File: config.mk
export PLATFORM = sky130hd
export DESIGN_NAME = ps2_kbd_tx_flat
export DESIGN_NICKNAME = d
export VERILOG_FILES = /design/src/rtl/ps2_pkg.sv /design/src/rtl/ps2_kbd_tx_if.sv /design/src/rtl/ps2_tx_fifo.sv /design/src/rtl/ps2_kbd_tx.sv /design/src/flat_wrapper.sv
export SDC_FILE = /design/constraint.sdc
export NUM_CORES = 1
export LEC_CHECK = 0
export CORE_MARGIN = 4
export CORE_UTILIZATION = 50
export CTS_CLUSTER_DIAMETER = 120
export CTS_CLUSTER_SIZE = 24
export DETAILED_ROUTE_END_ITERATION = 6
export MAX_ROUTING_LAYER = met4
export PLACE_DENSITY_LB_ADDON = 0.05
export SLEW_MARGIN = 20
export SYNTH_ARGS = -nofsm -noshare
export SYNTH_HDL_FRONTEND = slang
export SYNTH_HIERARCHICAL = 1
export SYNTH_SLANG_ARGS = --single-unit
File: constraint.sdc
create_clock -name clk14 -period 3.3 [get_ports clk14]
set_clock_uncertainty 0.15 [all_clocks]
set_input_delay 0.66 -clock clk14 [delete_from_list [all_inputs] [get_ports clk14]]
set_output_delay 0.66 -clock clk14 [all_outputs]
set_load 0.02 [all_outputs]
File: src/rtl/ps2_pkg.sv
// ps2_pkg: shared state type, frame size and parity helper for the PS/2 transmitter
package ps2_pkg;
  typedef enum logic [1:0] {IDLE, HIGH, LOW, GAP} ps2_state_e;
  localparam int FRAME_BITS = 11;
  function automatic logic odd_par(input logic [7:0] d);
    return ~^d;
  endfunction
endpackage

File: src/rtl/ps2_kbd_tx_if.sv
// ps2_kbd_tx_if: valid/ready byte port from a scancode source into the transmitter
interface ps2_kbd_tx_if;
  logic [7:0] din;
  logic       din_valid;
  logic       din_ready;
  modport master (output din, output din_valid, input din_ready);
  modport slave (input din, input din_valid, output din_ready);
endinterface

File: src/rtl/ps2_tx_fifo.sv
// ps2_tx_fifo: synchronous first-word-fall-through byte FIFO with full/empty flags
module ps2_tx_fifo #(
  parameter int DEPTH = 8
) (
  input  logic       clk14,
  input  logic       rst_n,
  input  logic       wr,
  input  logic       rd,
  input  logic [7:0] din,
  output logic [7:0] dout,
  output logic       full,
  output logic       empty
);
  localparam int AW = $clog2(DEPTH);
  logic [7:0] mem_q [DEPTH];
  logic [AW:0] wp_q, wp_d, rp_q, rp_d;
  assign empty = wp_q == rp_q;
  assign full  = (wp_q[AW] != rp_q[AW]) && (wp_q[AW-1:0] == rp_q[AW-1:0]);
  assign dout  = mem_q[rp_q[AW-1:0]];
  // pointers carry an extra wrap bit so full and empty are distinguishable
  always_comb begin
    wp_d = wp_q + (AW+1)'(wr && !full);
    rp_d = rp_q + (AW+1)'(rd && !empty);
  end
  // pointer registers
  always_ff @(posedge clk14 or negedge rst_n) begin
    if (!rst_n) begin
      wp_q <= '0;
      rp_q <= '0;
    end else begin
      wp_q <= wp_d;
      rp_q <= rp_d;
    end
  end
  // storage needs no reset; only slots between the pointers are ever read
  always_ff @(posedge clk14) begin
    if (wr && !full) mem_q[wp_q[AW-1:0]] <= din;
  end
endmodule

File: src/rtl/ps2_kbd_tx.sv
// ps2_kbd_tx: device-side PS/2 frame serialiser; PS2_TX_FIFO_EN selects a byte FIFO over a holding register
module ps2_kbd_tx import ps2_pkg::*; #(
  parameter int CLK_HZ     = 14318180,
  parameter int PS2_HZ     = 12000,
  parameter int GAP_HALVES = 4
`ifdef PS2_TX_FIFO_EN
  , parameter int FIFO_DEPTH = 8
`endif
) (
  input  logic         clk14,
  input  logic         rst_n,
  ps2_kbd_tx_if.slave  bus,
  input  logic         inhibit,
  output logic         ps2_clk,
  output logic         ps2_data,
  output logic         busy
);
  localparam int HALF_DIV = CLK_HZ / (2 * PS2_HZ);
  localparam int HW = $clog2(HALF_DIV);
  localparam int GW = $clog2(GAP_HALVES + 1);
  ps2_state_e state_q, state_d;
  logic [HW-1:0] half_q, half_d;
  logic [3:0] bit_q, bit_d;
  logic [GW-1:0] gap_q, gap_d;
  logic [9:0] shift_q, shift_d;
  logic ps2_clk_q, ps2_clk_d, ps2_data_q, ps2_data_d;
  logic tick, pop, push, buf_full, buf_empty;
  logic [7:0] buf_data;
  assign push          = bus.din_valid && !buf_full;
  assign bus.din_ready = !buf_full;
  assign busy          = (state_q != IDLE) || !buf_empty;
  assign ps2_clk       = ps2_clk_q;
  assign ps2_data      = ps2_data_q;
`ifdef PS2_TX_FIFO_EN
  ps2_tx_fifo #(.DEPTH(FIFO_DEPTH)) u_fifo (
    .clk14(clk14), .rst_n(rst_n), .wr(push), .rd(pop), .din(bus.din),
    .dout(buf_data), .full(buf_full), .empty(buf_empty)
  );
`else
  logic hold_valid_q, hold_valid_d;
  logic [7:0] hold_q, hold_d;
  assign buf_full  = hold_valid_q;
  assign buf_empty = !hold_valid_q;
  assign buf_data  = hold_q;
  // one byte waits here while the previous frame shifts out; push and pop never coincide
  always_comb begin
    hold_valid_d = push ? 1'b1 : (pop ? 1'b0 : hold_valid_q);
    hold_d       = push ? bus.din : hold_q;
  end
  // holding register
  always_ff @(posedge clk14 or negedge rst_n) begin
    if (!rst_n) begin
      hold_valid_q <= 1'b0;
      hold_q       <= '0;
    end else begin
      hold_valid_q <= hold_valid_d;
      hold_q       <= hold_d;
    end
  end
`endif
  // half-bit timer plus frame sequencing: start, 8 data LSB first, odd parity, stop, then idle gap
  always_comb begin
    state_d    = state_q;
    bit_d      = bit_q;
    gap_d      = gap_q;
    shift_d    = shift_q;
    ps2_clk_d  = ps2_clk_q;
    ps2_data_d = ps2_data_q;
    pop        = 1'b0;
    tick       = (state_q != IDLE) && (half_q == HW'(HALF_DIV - 1));
    half_d     = (state_q == IDLE || tick) ? '0 : half_q + 1'b1;
    case (state_q)
      IDLE: if (!buf_empty && !inhibit) begin
        pop        = 1'b1;
        shift_d    = {1'b1, odd_par(buf_data), buf_data};
        ps2_data_d = 1'b0;
        bit_d      = '0;
        state_d    = HIGH;
      end
      HIGH: if (tick) begin
        ps2_clk_d = 1'b0;
        state_d   = LOW;
      end
      LOW: if (tick) begin
        ps2_clk_d = 1'b1;
        if (bit_q == 4'(FRAME_BITS - 1)) begin
          ps2_data_d = 1'b1;
          gap_d      = '0;
          state_d    = GAP;
        end else begin
          bit_d      = bit_q + 1'b1;
          ps2_data_d = shift_q[0];
          shift_d    = {1'b0, shift_q[9:1]};
          state_d    = HIGH;
        end
      end
      GAP: if (tick) begin
        gap_d   = gap_q + 1'b1;
        state_d = (gap_q == GW'(GAP_HALVES - 1)) ? IDLE : GAP;
      end
      default: state_d = IDLE;
    endcase
  end
  // state, counters and line registers; reset aborts any frame and releases the lines high
  always_ff @(posedge clk14 or negedge rst_n) begin
    if (!rst_n) begin
      state_q    <= IDLE;
      half_q     <= '0;
      bit_q      <= '0;
      gap_q      <= '0;
      shift_q    <= '0;
      ps2_clk_q  <= 1'b1;
      ps2_data_q <= 1'b1;
    end else begin
      state_q    <= state_d;
      half_q     <= half_d;
      bit_q      <= bit_d;
      gap_q      <= gap_d;
      shift_q    <= shift_d;
      ps2_clk_q  <= ps2_clk_d;
      ps2_data_q <= ps2_data_d;
    end
  end
endmodule

File: src/flat_wrapper.sv
// flat-port wrapper written by rule: the top's interface ports become plain ports
module ps2_kbd_tx_flat import ps2_pkg::*;
#(
  parameter int CLK_HZ     = 14318180,
  parameter int PS2_HZ     = 12000,
  parameter int GAP_HALVES = 4

)
  (clk14, rst_n, inhibit, ps2_clk, ps2_data, busy, bus_din, bus_din_valid, bus_din_ready);
  ps2_kbd_tx_if bus_i ();
  input  logic clk14;
  input  logic rst_n;
  input  logic inhibit;
  output logic ps2_clk;
  output logic ps2_data;
  output logic busy;
  input wire logic [$bits(bus_i.din)-1:0] bus_din;
  input wire logic [$bits(bus_i.din_valid)-1:0] bus_din_valid;
  output wire logic [$bits(bus_i.din_ready)-1:0] bus_din_ready;
  assign bus_i.din = bus_din;
  assign bus_i.din_valid = bus_din_valid;
  assign bus_din_ready = bus_i.din_ready;
  ps2_kbd_tx #(.CLK_HZ(CLK_HZ), .PS2_HZ(PS2_HZ), .GAP_HALVES(GAP_HALVES)) u_core (.clk14(clk14), .rst_n(rst_n), .bus(bus_i), .inhibit(inhibit), .ps2_clk(ps2_clk), .ps2_data(ps2_data), .busy(busy));
endmodule
==> impl_metrics.json <==
{
  "final_cells": 256,
  "nets": 224,
  "worst_slew_pin_slew_ps": 869,
  "drt_wl_total_um": 3630,
  "required_ps": 2490,
  "synthDistinctLibCells": 45,
  "synth.top_cells.by_area": "dfrtp_1, mux2_2, nand2_1",
  "timing.final.crit_share_pct": 78.5,
  "max_stage_delay_ps": 540,
  "placed_cell_area_mm2": 0.00222,
  "crit_type": "reg -> out",
  "gp_congestion": 0.757,
  "final_core_util_pct": 61.2,
  "dp_cells": 248,
  "reg2reg_depth": 6,
  "vias": 1417,
  "clock_sinks": 40,
  "status": "finished, final reports clean",
  "firstDrtPassIters": 4,
  "final_max_slew_viol_count": 0,
  "swShare_pct": 31.4,
  "antenna_found_initial": 0,
  "p_int_uw": 1110,
  "hpwl_um": 2570,
  "fmax_mhz": 386,
  "path_clk_slew_ps": 70,
  "cp_cell_sequence": "or3_1, clkdlybuf4s50_1",
  "root_buffer": "clkbuf_8",
  "cp_data_arrival_time_ps": 1780,
  "coreArea_mm2": 0.00380,
  "design.die.area_mm2": 0.00518,
  "io_pins": 16,
  "fin_setup_tns_ps": 0,
  "drt-initial-drc-count": 50,
  "htreeDepth": 2,
  "yosysTopAreaCellShare_pct": 46.5,
  "cts_hold_buf": 0,
  "drive_above_1_share_pct": 15.9,
  "stdcell_area_mm2": 0.00232,
  "postCtsResizedCells": 0,
  "grt_pass1_vias": 1421,
  "fp.dieW_um": 72.0,
  "hold_path.class": "in -> async",
  "end_kind": "output pin",
  "synth_warnings": 6,
  "synth.cell_area_mm2": 0.00205,
  "netlist_instances": 191,
  "grt_pass1_wl_um": 6330,
  "cts_buffer_depth": 2,
  "clock_latency_ps": 280,
  "p_sw_uw": 510,
  "postCtsSetupBuffers": 0,
  "grt_max_degree": 41,
  "hold_viol": 0,
  "syn_area_per_cell_um2": 10.7,
  "powerDensity_mw_per_mm2": 698,
  "grt_overflow": 0,
  "vias_per_cell": 5.54,
  "numPortBuffers": 15,
  "rows": 22,
  "cts_buffers": 5,
  "setup-violations-final": 0,
  "ys_seq_area_share_pct": 49.1,
  "die_y_um": 72.0,
  "vdd_drop_max_mv": 0.413,
  "power.leakage_uw": 0.00102,
  "clkPwrFrac_pct": 21.3,
  "critPathLaunchType": "register",
  "pwr-share-comb_pct": 30.6,
  "fin_crit_ps": 2590,
  "async_reset_ff_share_pct": 100,
  "area_growth_pct": 13.6,
  "wire_per_inst_um": 14.2,
  "drv_cap": 0,
  "seqPwrFrac_pct": 48.1,
  "track_usage_pct": 16.0,
  "relSlewSlack_pct": 42.1,
  "yosysTopAreaCell": "dfrtp_1",
  "synthFlopType": "dfrtp_1",
  "initial_core_util_pct": 53.9,
  "cts_tree": "done",
  "path_max_fanout": 13,
  "rsz0062_at_grt": "no",
  "synth_edf_count": 0,
  "ys_ff_latch": 40,
  "cp_slowest_cell": "dfrtp_1",
  "final_antenna_net_count": 0,
  "diodes": 0,
  "drc": 0,
  "syn_nets": 208
}
## cell families after synthesis
group / share of synthesized area (%)
multiplexers: 9.30
buffers and inverters: 2.57
AND/OR/NAND/NOR: 21.3
adder cells (fa/ha/maj): 3.06
XOR/XNOR: 5.99
flip-flops: 49.1
AO/OA/AOI/OAI: 8.69
## worst max-delay path, delay by kind of cell, from the launching register on
| family | cells | cell delay [ps] |
|---|---|---|
| DFF | 1 | 540 |
| buffers and inverters | 1 | 540 |
| and+or+nand+nor | 1 | 420 |
## sequential cells by signal, indices dropped and copies added, names as in the netlist
| register | cells |
|---|---|
| u_core/shift_q | 10 |
| u_core/ps2_data | 1 |
| u_core/state_q | 2 |
| u_core/buf_data | 8 |
| u_core/gap_q | 3 |
| u_core/half_q | 10 |
| u_core/bit_q | 4 |
| u_core/ps2_clk | 1 |
| u_core/buf_full | 1 |
## final cells by class
cell class | count | area (um2)
well taps | 48 | 60.1
multi-input cells | 138 | 990
clock buffers | 8 | 100
inverters | 7 | 26.3
fillers | 321 | 1470
repair buffers | 15 | 145
flip-flops and latches | 40 | 1000
## final timing paths
check | from | to | slack (ps)
min | rst_n | u_core/bit_q[2] | 340
max in group asynchronous | rst_n | u_core/half_q[7] | 2120
min in group clk14 | u_core/ps2_data | u_core/ps2_data | 340
max reg2reg | u_core/bit_q[0] | u_core/shift_q[6] | 1150
min reg2reg | u_core/ps2_data | u_core/ps2_data | 340
max | u_core/state_q[1] | busy | 710
## stage by stage
| step | hold slack, ps | power, uW | setup slack (ps) |
|---|---|---|---|
| finish | 335 | 1620 | 709 |
| global route | 357 | 1730 | 610 |
| CTS | 342 | 1640 | 698 |
| detailed placement | 325 | 1280 | 843 |
| global placement | 310 | 1260 | 903 |
| floorplan | 214 | 1160 | 1410 |
## cell usage in the layout (no fill, tap or decap), types with 2 or more instances in the layout
master           Yosys  layout
dfrtp_1             38      38
a31oi_1              2       2
nor4_1               3       3
clkdlybuf4s50_1      0      14
dfstp_2              2       2
nor4b_4              2       2
and3_1               3       3
clkbuf_8             0       7
nor2_1              14      14
nand2_1             28      28
o21ai_0              5       5
nand4_1              2       2
a22o_1               2       2
nand3_1              7       7
nand2b_1             2       2
xor2_1               3       3
nor3_1               3       3
inv_1                7       7
o2bb2ai_1            3       3
xnor2_1             11      11
ha_1                 5       5
or3_1                2       2
mux2_2              16      16
a21oi_1              2       2
a211o_1              3       3
## per-layer routing
metal,wire (um),GRT usage (%),vias to the layer above
met5,0,-,-
met2,1720,26.1,24
li1,-,-,703
met4,23,4.38,0
met3,155,4.71,4
met1,1730,19.3,686
## Yosys cell counts, types with 2 or more instances
master	n
xnor2_1	11
a22o_1	2
nand3_1	7
mux2_2	16
dfstp_2	2
nor4b_4	2
xor2_1	3
clkbuf_1	3
a211o_1	3
and3_1	3
dfrtp_1	38
a21oi_1	2
nor4_1	3
buf_2	3
o21ai_0	5
inv_1	7
nand2_1	28
or3_1	2
nand2b_1	2
ha_1	5
nor2_1	14
nand4_1	2
a31oi_1	2
nor3_1	3
o2bb2ai_1	3
## power groups by stage
| stage | sequential [uW] | clock (uW) | combinational [uW] |
|---|---|---|---|
| global route | 803 | 379 | 551 |
| detailed placement | 786 | 0 | 498 |
| floorplan | 746 | 0 | 413 |
| CTS | 781 | 359 | 502 |
| finish | 781 | 345 | 497 |
| global placement | 777 | 0 | 486 |
(Power assumes the default switching activity.)
